<file path="config.mk">
export PLATFORM = sky130hd
export DESIGN_NAME = imm_encoder_flat
export DESIGN_NICKNAME = d
export VERILOG_FILES = /design/src/rtl/imm_encoder_if.sv /design/src/rtl/imm_encoder.sv /design/src/flat_wrapper.sv
export SDC_FILE = /design/constraint.sdc
export NUM_CORES = 1
export LEC_CHECK = 0
export BUFFER_PORTS_ARGS = -buffer_cell sky130_fd_sc_hd__buf_2
export CORE_ASPECT_RATIO = 1.5
export CORE_MARGIN = 2
export CORE_UTILIZATION = 50
export DETAILED_ROUTE_END_ITERATION = 12
export HOLD_SLACK_MARGIN = 0.08
export PLACE_DENSITY = 0.83
export SETUP_SLACK_MARGIN = 0.15
export SYNTH_ARGS = -nofsm -noshare
export SYNTH_HDL_FRONTEND = slang
export SYNTH_SLANG_ARGS = --single-unit
</file>
<file path="constraint.sdc">
create_clock -name clk -period 5.08 [get_ports clk]
set_input_delay 0.508 -clock clk [delete_from_list [all_inputs] [get_ports clk]]
set_output_delay 0.508 -clock clk [all_outputs]
set_load 0.1 [all_outputs]
</file>
<file path="src/rtl/imm_encoder_if.sv">
// imm_encoder_if: bundle of the input and output handshakes of imm_encoder.
//
// Handshake rules (both sides): a beat transfers on a rising clock edge
// where valid && ready are both high. A producer holding valid high keeps
// its payload stable until the beat transfers. ready may depend
// combinationally on the consumer's own state, but never on valid.
//
// Signals
//   in_valid/in_ready : field-input handshake (producer = master)
//   op_sel, funct3, rd, rs1, rs2, imm : instruction fields to encode
//   out_valid/out_ready : encoded-word handshake (producer = slave)
//   out_inst, out_addr, out_err : encoded word, its address, reject flag
// Modports
//   master : bench / boot loader side
//   slave  : encoder side
interface imm_encoder_if #(
  parameter int ADDR_W = 32
);
  logic              in_valid;
  logic              in_ready;
  logic [2:0]        op_sel;
  logic [2:0]        funct3;
  logic [4:0]        rd;
  logic [4:0]        rs1;
  logic [4:0]        rs2;
  logic [31:0]       imm;
  logic              out_valid;
  logic              out_ready;
  logic [31:0]       out_inst;
  logic [ADDR_W-1:0] out_addr;
  logic              out_err;

  modport master (
    output in_valid, op_sel, funct3, rd, rs1, rs2, imm, out_ready,
    input  in_ready, out_valid, out_inst, out_addr, out_err
  );

  modport slave (
    input  in_valid, op_sel, funct3, rd, rs1, rs2, imm, out_ready,
    output in_ready, out_valid, out_inst, out_addr, out_err
  );
endinterface

</file>
<file path="src/rtl/imm_encoder.sv">
// imm_encoder: packs opcode class, register fields and a signed immediate
// into an RV32I instruction word (I/S/B/J formats), range/alignment checks
// the immediate and tags each word with a sequential instruction-memory
// address. One registered output stage, latency 1, full throughput.
//
// Ports
//   clk        : clock, all state on rising edge
//   reset      : asynchronous active-high reset
//   addr_clear : synchronous reload of address counter, clears err_count
//   bus        : imm_encoder_if.slave (field input + encoded output handshakes)
//   err_count  : saturating count of rejected inputs
//   chk_fail   : sticky internal re-decode mismatch flag
//
// Optional feature macro: IMM_ENCODER_SELFCHECK_EN
//   defined   : each legal word is re-decoded and its immediate compared with
//               the accepted one; a mismatch sets chk_fail until reset.
//   undefined : chk_fail is tied low.
module imm_encoder #(
  parameter int                ADDR_W    = 32,
  parameter logic [ADDR_W-1:0] BASE_ADDR = '0
) (
  input  logic         clk,
  input  logic         reset,
  input  logic         addr_clear,
  imm_encoder_if.slave bus,
  output logic [7:0]   err_count,
  output logic         chk_fail
);

  localparam logic [6:0]  OPC_LOAD   = 7'b0000011;
  localparam logic [6:0]  OPC_STORE  = 7'b0100011;
  localparam logic [6:0]  OPC_BRANCH = 7'b1100011;
  localparam logic [6:0]  OPC_OPIMM  = 7'b0010011;
  localparam logic [6:0]  OPC_JAL    = 7'b1101111;
  localparam logic [31:0] NOP_INST   = 32'h0000_0013;

  logic              accept;
  logic              legal;
  logic [31:0]       enc;
  logic [ADDR_W-1:0] addr_cnt;
  logic [ADDR_W-1:0] addr_base;
  logic [7:0]        err_base;
  logic              fit12;
  logic              fit13;
  logic              fit21;

  // An immediate fits an N-bit signed field when every bit above N-1
  // equals the sign bit, i.e. bits [31:N-1] are all zeros or all ones.
  assign fit12 = (bus.imm[31:11] == '0) || (bus.imm[31:11] == '1);
  assign fit13 = (bus.imm[31:12] == '0) || (bus.imm[31:12] == '1);
  assign fit21 = (bus.imm[31:20] == '0) || (bus.imm[31:20] == '1);

  always_comb begin
    enc   = '0;
    legal = 1'b0;
    case (bus.op_sel)
      3'd0: begin
        enc   = {bus.imm[11:0], bus.rs1, bus.funct3, bus.rd, OPC_LOAD};
        legal = fit12;
      end
      3'd1: begin
        enc   = {bus.imm[11:5], bus.rs2, bus.rs1, bus.funct3, bus.imm[4:0], OPC_STORE};
        legal = fit12;
      end
      3'd2: begin
        enc   = {bus.imm[12], bus.imm[10:5], bus.rs2, bus.rs1, bus.funct3,
                 bus.imm[4:1], bus.imm[11], OPC_BRANCH};
        legal = fit13 && !bus.imm[0];
      end
      3'd3: begin
        enc   = {bus.imm[11:0], bus.rs1, bus.funct3, bus.rd, OPC_OPIMM};
        legal = fit12;
      end
      3'd4: begin
        enc   = {bus.imm[20], bus.imm[10:1], bus.imm[11], bus.imm[19:12], bus.rd, OPC_JAL};
        legal = fit21 && !bus.imm[0];
      end
      default: begin
        enc   = '0;
        legal = 1'b0;
      end
    endcase
  end

  assign bus.in_ready = !bus.out_valid || bus.out_ready;
  assign accept       = bus.in_valid && bus.in_ready;

  // addr_clear takes effect before the accepted input picks its address,
  // so a same-cycle input is tagged with BASE_ADDR.
  assign addr_base = addr_clear ? BASE_ADDR : addr_cnt;
  assign err_base  = addr_clear ? 8'd0 : err_count;

  always_ff @(posedge clk or posedge reset) begin
    if (reset) begin
      bus.out_valid <= 1'b0;
      bus.out_inst  <= '0;
      bus.out_addr  <= BASE_ADDR;
      bus.out_err   <= 1'b0;
      addr_cnt      <= BASE_ADDR;
      err_count     <= 8'd0;
    end else begin
      if (accept) begin
        bus.out_valid <= 1'b1;
        bus.out_inst  <= legal ? enc : NOP_INST;
        bus.out_addr  <= addr_base;
        bus.out_err   <= !legal;
      end else if (bus.out_ready) begin
        bus.out_valid <= 1'b0;
      end

      if (accept && legal) begin
        addr_cnt <= addr_base + ADDR_W'(4);
      end else begin
        addr_cnt <= addr_base;
      end

      if (accept && !legal && (err_base != 8'hFF)) begin
        err_count <= err_base + 8'd1;
      end else begin
        err_count <= err_base;
      end
    end
  end

`ifdef IMM_ENCODER_SELFCHECK_EN
  logic [31:0] dec_imm;

  // Pull the immediate back out of the freshly built word, exactly as a
  // decoder would, so a bit-placement slip shows up as a mismatch.
  always_comb begin
    dec_imm = '0;
    case (bus.op_sel)
      3'd0, 3'd3: dec_imm = {{20{enc[31]}}, enc[31:20]};
      3'd1:       dec_imm = {{20{enc[31]}}, enc[31:25], enc[11:7]};
      3'd2:       dec_imm = {{19{enc[31]}}, enc[31], enc[7], enc[30:25], enc[11:8], 1'b0};
      3'd4:       dec_imm = {{11{enc[31]}}, enc[31], enc[19:12], enc[20], enc[30:21], 1'b0};
      default:    dec_imm = '0;
    endcase
  end

  always_ff @(posedge clk or posedge reset) begin
    if (reset) begin
      chk_fail <= 1'b0;
    end else if (accept && legal && (dec_imm != bus.imm)) begin
      chk_fail <= 1'b1;
    end
  end
`else
  assign chk_fail = 1'b0;
`endif

endmodule

</file>
<file path="src/flat_wrapper.sv">
// flat-port wrapper written by rule: the top's interface ports become plain ports
module imm_encoder_flat 
#(
  parameter int                ADDR_W    = 32,
  parameter logic [ADDR_W-1:0] BASE_ADDR = '0
)
  (clk, reset, addr_clear, err_count, chk_fail, bus_in_valid, bus_op_sel, bus_funct3, bus_rd, bus_rs1, bus_rs2, bus_imm, bus_out_ready, bus_in_ready, bus_out_valid, bus_out_inst, bus_out_addr, bus_out_err);
  imm_encoder_if #(.ADDR_W(ADDR_W)) bus_i ();
  input  logic clk;
  input  logic reset;
  input  logic addr_clear;
  output logic [7:0] err_count;
  output logic chk_fail;
  input wire logic [$bits(bus_i.in_valid)-1:0] bus_in_valid;
  input wire logic [$bits(bus_i.op_sel)-1:0] bus_op_sel;
  input wire logic [$bits(bus_i.funct3)-1:0] bus_funct3;
  input wire logic [$bits(bus_i.rd)-1:0] bus_rd;
  input wire logic [$bits(bus_i.rs1)-1:0] bus_rs1;
  input wire logic [$bits(bus_i.rs2)-1:0] bus_rs2;
  input wire logic [$bits(bus_i.imm)-1:0] bus_imm;
  input wire logic [$bits(bus_i.out_ready)-1:0] bus_out_ready;
  output wire logic [$bits(bus_i.in_ready)-1:0] bus_in_ready;
  output wire logic [$bits(bus_i.out_valid)-1:0] bus_out_valid;
  output wire logic [$bits(bus_i.out_inst)-1:0] bus_out_inst;
  output wire logic [$bits(bus_i.out_addr)-1:0] bus_out_addr;
  output wire logic [$bits(bus_i.out_err)-1:0] bus_out_err;
  assign bus_i.in_valid = bus_in_valid;
  assign bus_i.op_sel = bus_op_sel;
  assign bus_i.funct3 = bus_funct3;
  assign bus_i.rd = bus_rd;
  assign bus_i.rs1 = bus_rs1;
  assign bus_i.rs2 = bus_rs2;
  assign bus_i.imm = bus_imm;
  assign bus_i.out_ready = bus_out_ready;
  assign bus_in_ready = bus_i.in_ready;
  assign bus_out_valid = bus_i.out_valid;
  assign bus_out_inst = bus_i.out_inst;
  assign bus_out_addr = bus_i.out_addr;
  assign bus_out_err = bus_i.out_err;
  imm_encoder #(.ADDR_W(ADDR_W), .BASE_ADDR(BASE_ADDR)) u_core (.clk(clk), .reset(reset), .addr_clear(addr_clear), .bus(bus_i), .err_count(err_count), .chk_fail(chk_fail));
endmodule
</file>
==> results.yml <==
global_routing:
  gr-total-overflow: 0
  grtUsageTotal_pct: 23.32
  grt_pass1_wl_um: 20820
  grt_max_degree: 109
  grt_pass1_vias: 4429
  antenna_found_initial: 0
route:
  antenna_left: 0
  wl_per_cell_um: 16.28
  drt_first_pass_iters: 5
  num_vias: 4585
  wl_um: 12750
  drt_iter0_drc: 320
  drc: 0
  viasPerCell: 5.856
cells_and_area:
  area_growth_pct: 19.39
  final_cell_count_no_fill: 783
  nNetsFinal: 721
  drive_gt1_share_pct: 27.03
  final_cell_area_mm2: 0.006178
  regArea_mm2: 0.002603
  diodes: 0
  fillers: 847
  multi_input_area_mm2: 0.002391
  post-route-util_pct: 61.30
synth:
  ys_seq_area_share_pct: 50.29
  synth_edf_count: 0
  ys_types: 49
  syn_nets: 612
  synth-seq-cells: 104
  synth_flop_cell: "dfrtp_1"
  synth_area_mm2: 0.005175
  postSynth.asyncResetShare_pct: 100.0
  syn_inst: 552
  postSynthAreaPerCell_um2: 9.375
  yosys_warnings: 0
setup_path:
  crit_type: "in -> reg"
  end_kind: "flop"
  start_kind: "input port"
  cp.required_ns: 5.34
  cp_max_fo: 26
  arrival_ns: 3.01
clock_network:
  cts_root_buf: "clkbuf_16"
  cts_buffers: 9
  clock_latency_ns: 0.34
  path_clk_slew_ns: 0.06
  cts_max_path_buffers: 2
  h-tree-depth: 3
  hold_buffers: 0
  cts_num_sinks: 104
  cts_resized: 0
  cts_setup_buffers: 0
  cts_tree: "yes"
placed_design:
  hpwl_um: 9048
  dpl.cell_count: 767
  gp_congestion: 0.8556
  portBuffers: 132
  post-place-ws_ns: 2.021
  dpl_cell_area_mm2: 0.005856
flow_run:
  cap_viol_max_count: 0
timing:
  setup_viol: 0
  slew_violations: 0
  final-hold-violation-count: 0
  fin_ws_ns: 2.332
  period_minus_slack_ns: 2.748
  rsz0062_at_grt: "false"
  slew_headroom_pct: 29.17
  tightest_slew_ns: 1.059
  period_share_pct: 54.09
  fin_skew_ns: 0.007214
  max_freq_mhz: 364.0
  fin_tns_setup_ns: 0
die:
  start_util_pct: 51.35
  rows: 45
  dieWidth_um: 87.07
  io_pins: 134
  dieArea_mm2: 0.01120
  die_height_um: 128.6
  core_mm2: 0.01008
status:
  outcome: "complete, no violations"
min_path:
  hold_path.class: "in -> async"
power:
  pwr_density_cell_mw_per_mm2: 285.3
  peakVddDrop_v: 0.0002130
  p_leak_nw: 3.007
-- cell usage in the layout (no fill, tap or decap), types with 10 or more instances in the layout --
cell type,count
nor2_1,20
buf_2,132
o21ai_0,35
mux2_2,14
nor2b_1,14
o31ai_1,26
mux2i_1,12
nand2_1,110
nand3_1,18
a21oi_1,29
xnor2_1,10
a22oi_1,13
nand4_1,16
and3_1,13
dfrtp_1,104
-- state kept, by name, summed over array words and instances (netlist names) --
register	count
u_core.addr_cnt	32
u_core.bus.out_addr	32
u_core.bus.out_inst	30
u_core.err_count	8
u_core.bus.out_err	1
u_core.bus.out_valid	1
-- power by group --
group          switching [mW]  internal (mW)
Sequential            0.00335          0.833
Clock                   0.295          0.444
Combinational           0.140         0.0476
Total                   0.438           1.32
-- layout make-up --
class                   count  area share [%]
clock inverters             5           1.296
flip-flops and latches    104           42.12
repair buffers            136           11.18
well taps                 117           2.369
inverters                   6          0.4050
multi-input cells         404           38.70
clock buffers              11           3.929
-- cell usage after synthesis (all sizes together), types with 10 or more instances --
master / number / area [µm²]
a21oi: 29 / 145.1
a22oi: 13 / 97.59
and3: 13 / 81.33
clkbuf: 29 / 108.9
dfrtp: 104 / 2603
mux2: 14 / 157.7
mux2i: 12 / 120.1
nand2: 111 / 416.7
nand3: 18 / 90.09
nand4: 16 / 100.1
nor2: 20 / 75.07
nor2b: 14 / 87.58
o21ai: 35 / 175.2
o31ai: 26 / 195.2
xnor2: 10 / 87.58
-- metrics by stage --
| step | power (mW) | hold WS (ns) |
|---|---|---|
| after global placement | 1.034 | 0.4508 |
| after global routing | 1.831 | 0.3347 |
| final | 1.763 | 0.2810 |
| after detailed placement | 1.039 | 0.4605 |
| after CTS | 1.773 | 0.3037 |
| after floorplan | 0.9803 | 0.4690 |
-- critical path, stage by stage --
cell,delay (ns)
buf_2,0.39
nor3b_1,0.10
buf_4,0.20
a21oi_1,0.14
a2bb2oi_1,0.36
o211ai_2,0.49
or4_1,0.66
a21oi_1,0.15
-- worst paths after layout --
path	startpoint	to	slack, ns	cells after the start
max reg2reg	u_core.bus.out_valid$_DFFE_PP0P_	u_core.err_count[7]$_DFF_PP0_	2.46	6
max	bus_op_sel[0]	u_core.err_count[3]$_DFF_PP0_	2.33	8
max in group asynchronous	reset	u_core.bus.out_inst[4]$_DFFE_PP0P_	3.70	3
min reg2reg	u_core.bus.out_addr[27]$_DFFE_PP0P_	u_core.bus.out_addr[27]$_DFFE_PP0P_	0.47	2
min	reset	u_core.bus.out_addr[9]$_DFFE_PP0P_	0.28	2
min in group clk	bus_imm[10]	u_core.bus.out_inst[30]$_DFFE_PP0P_	0.40	3
-- cells by family (layout without fill, tap and decap cells) --
kind of cell	Yosys count	after routing	share of synthesized area (%)
compound gates	121	121	14.72
xor+xnor	17	17	2.877
mux	26	26	5.368
fa+ha+maj	2	2	0.4835
flops	104	104	50.29
other cells	1	1	0.07246
simple gates	237	237	22.53
buf+inv	44	158	3.650
-- metal layers --
metal  track usage, %  vias up  part of all wire [%]  wire [µm]
met4            9.375        0                   2.6        333
met3            5.388       27                   5.6        715
met1            29.35     2213                    40       5150
met5                0        -                     0          0
met2            38.57      170                    51       6550
li1                 -     2175                     -          -
(Power assumes the default switching activity.)
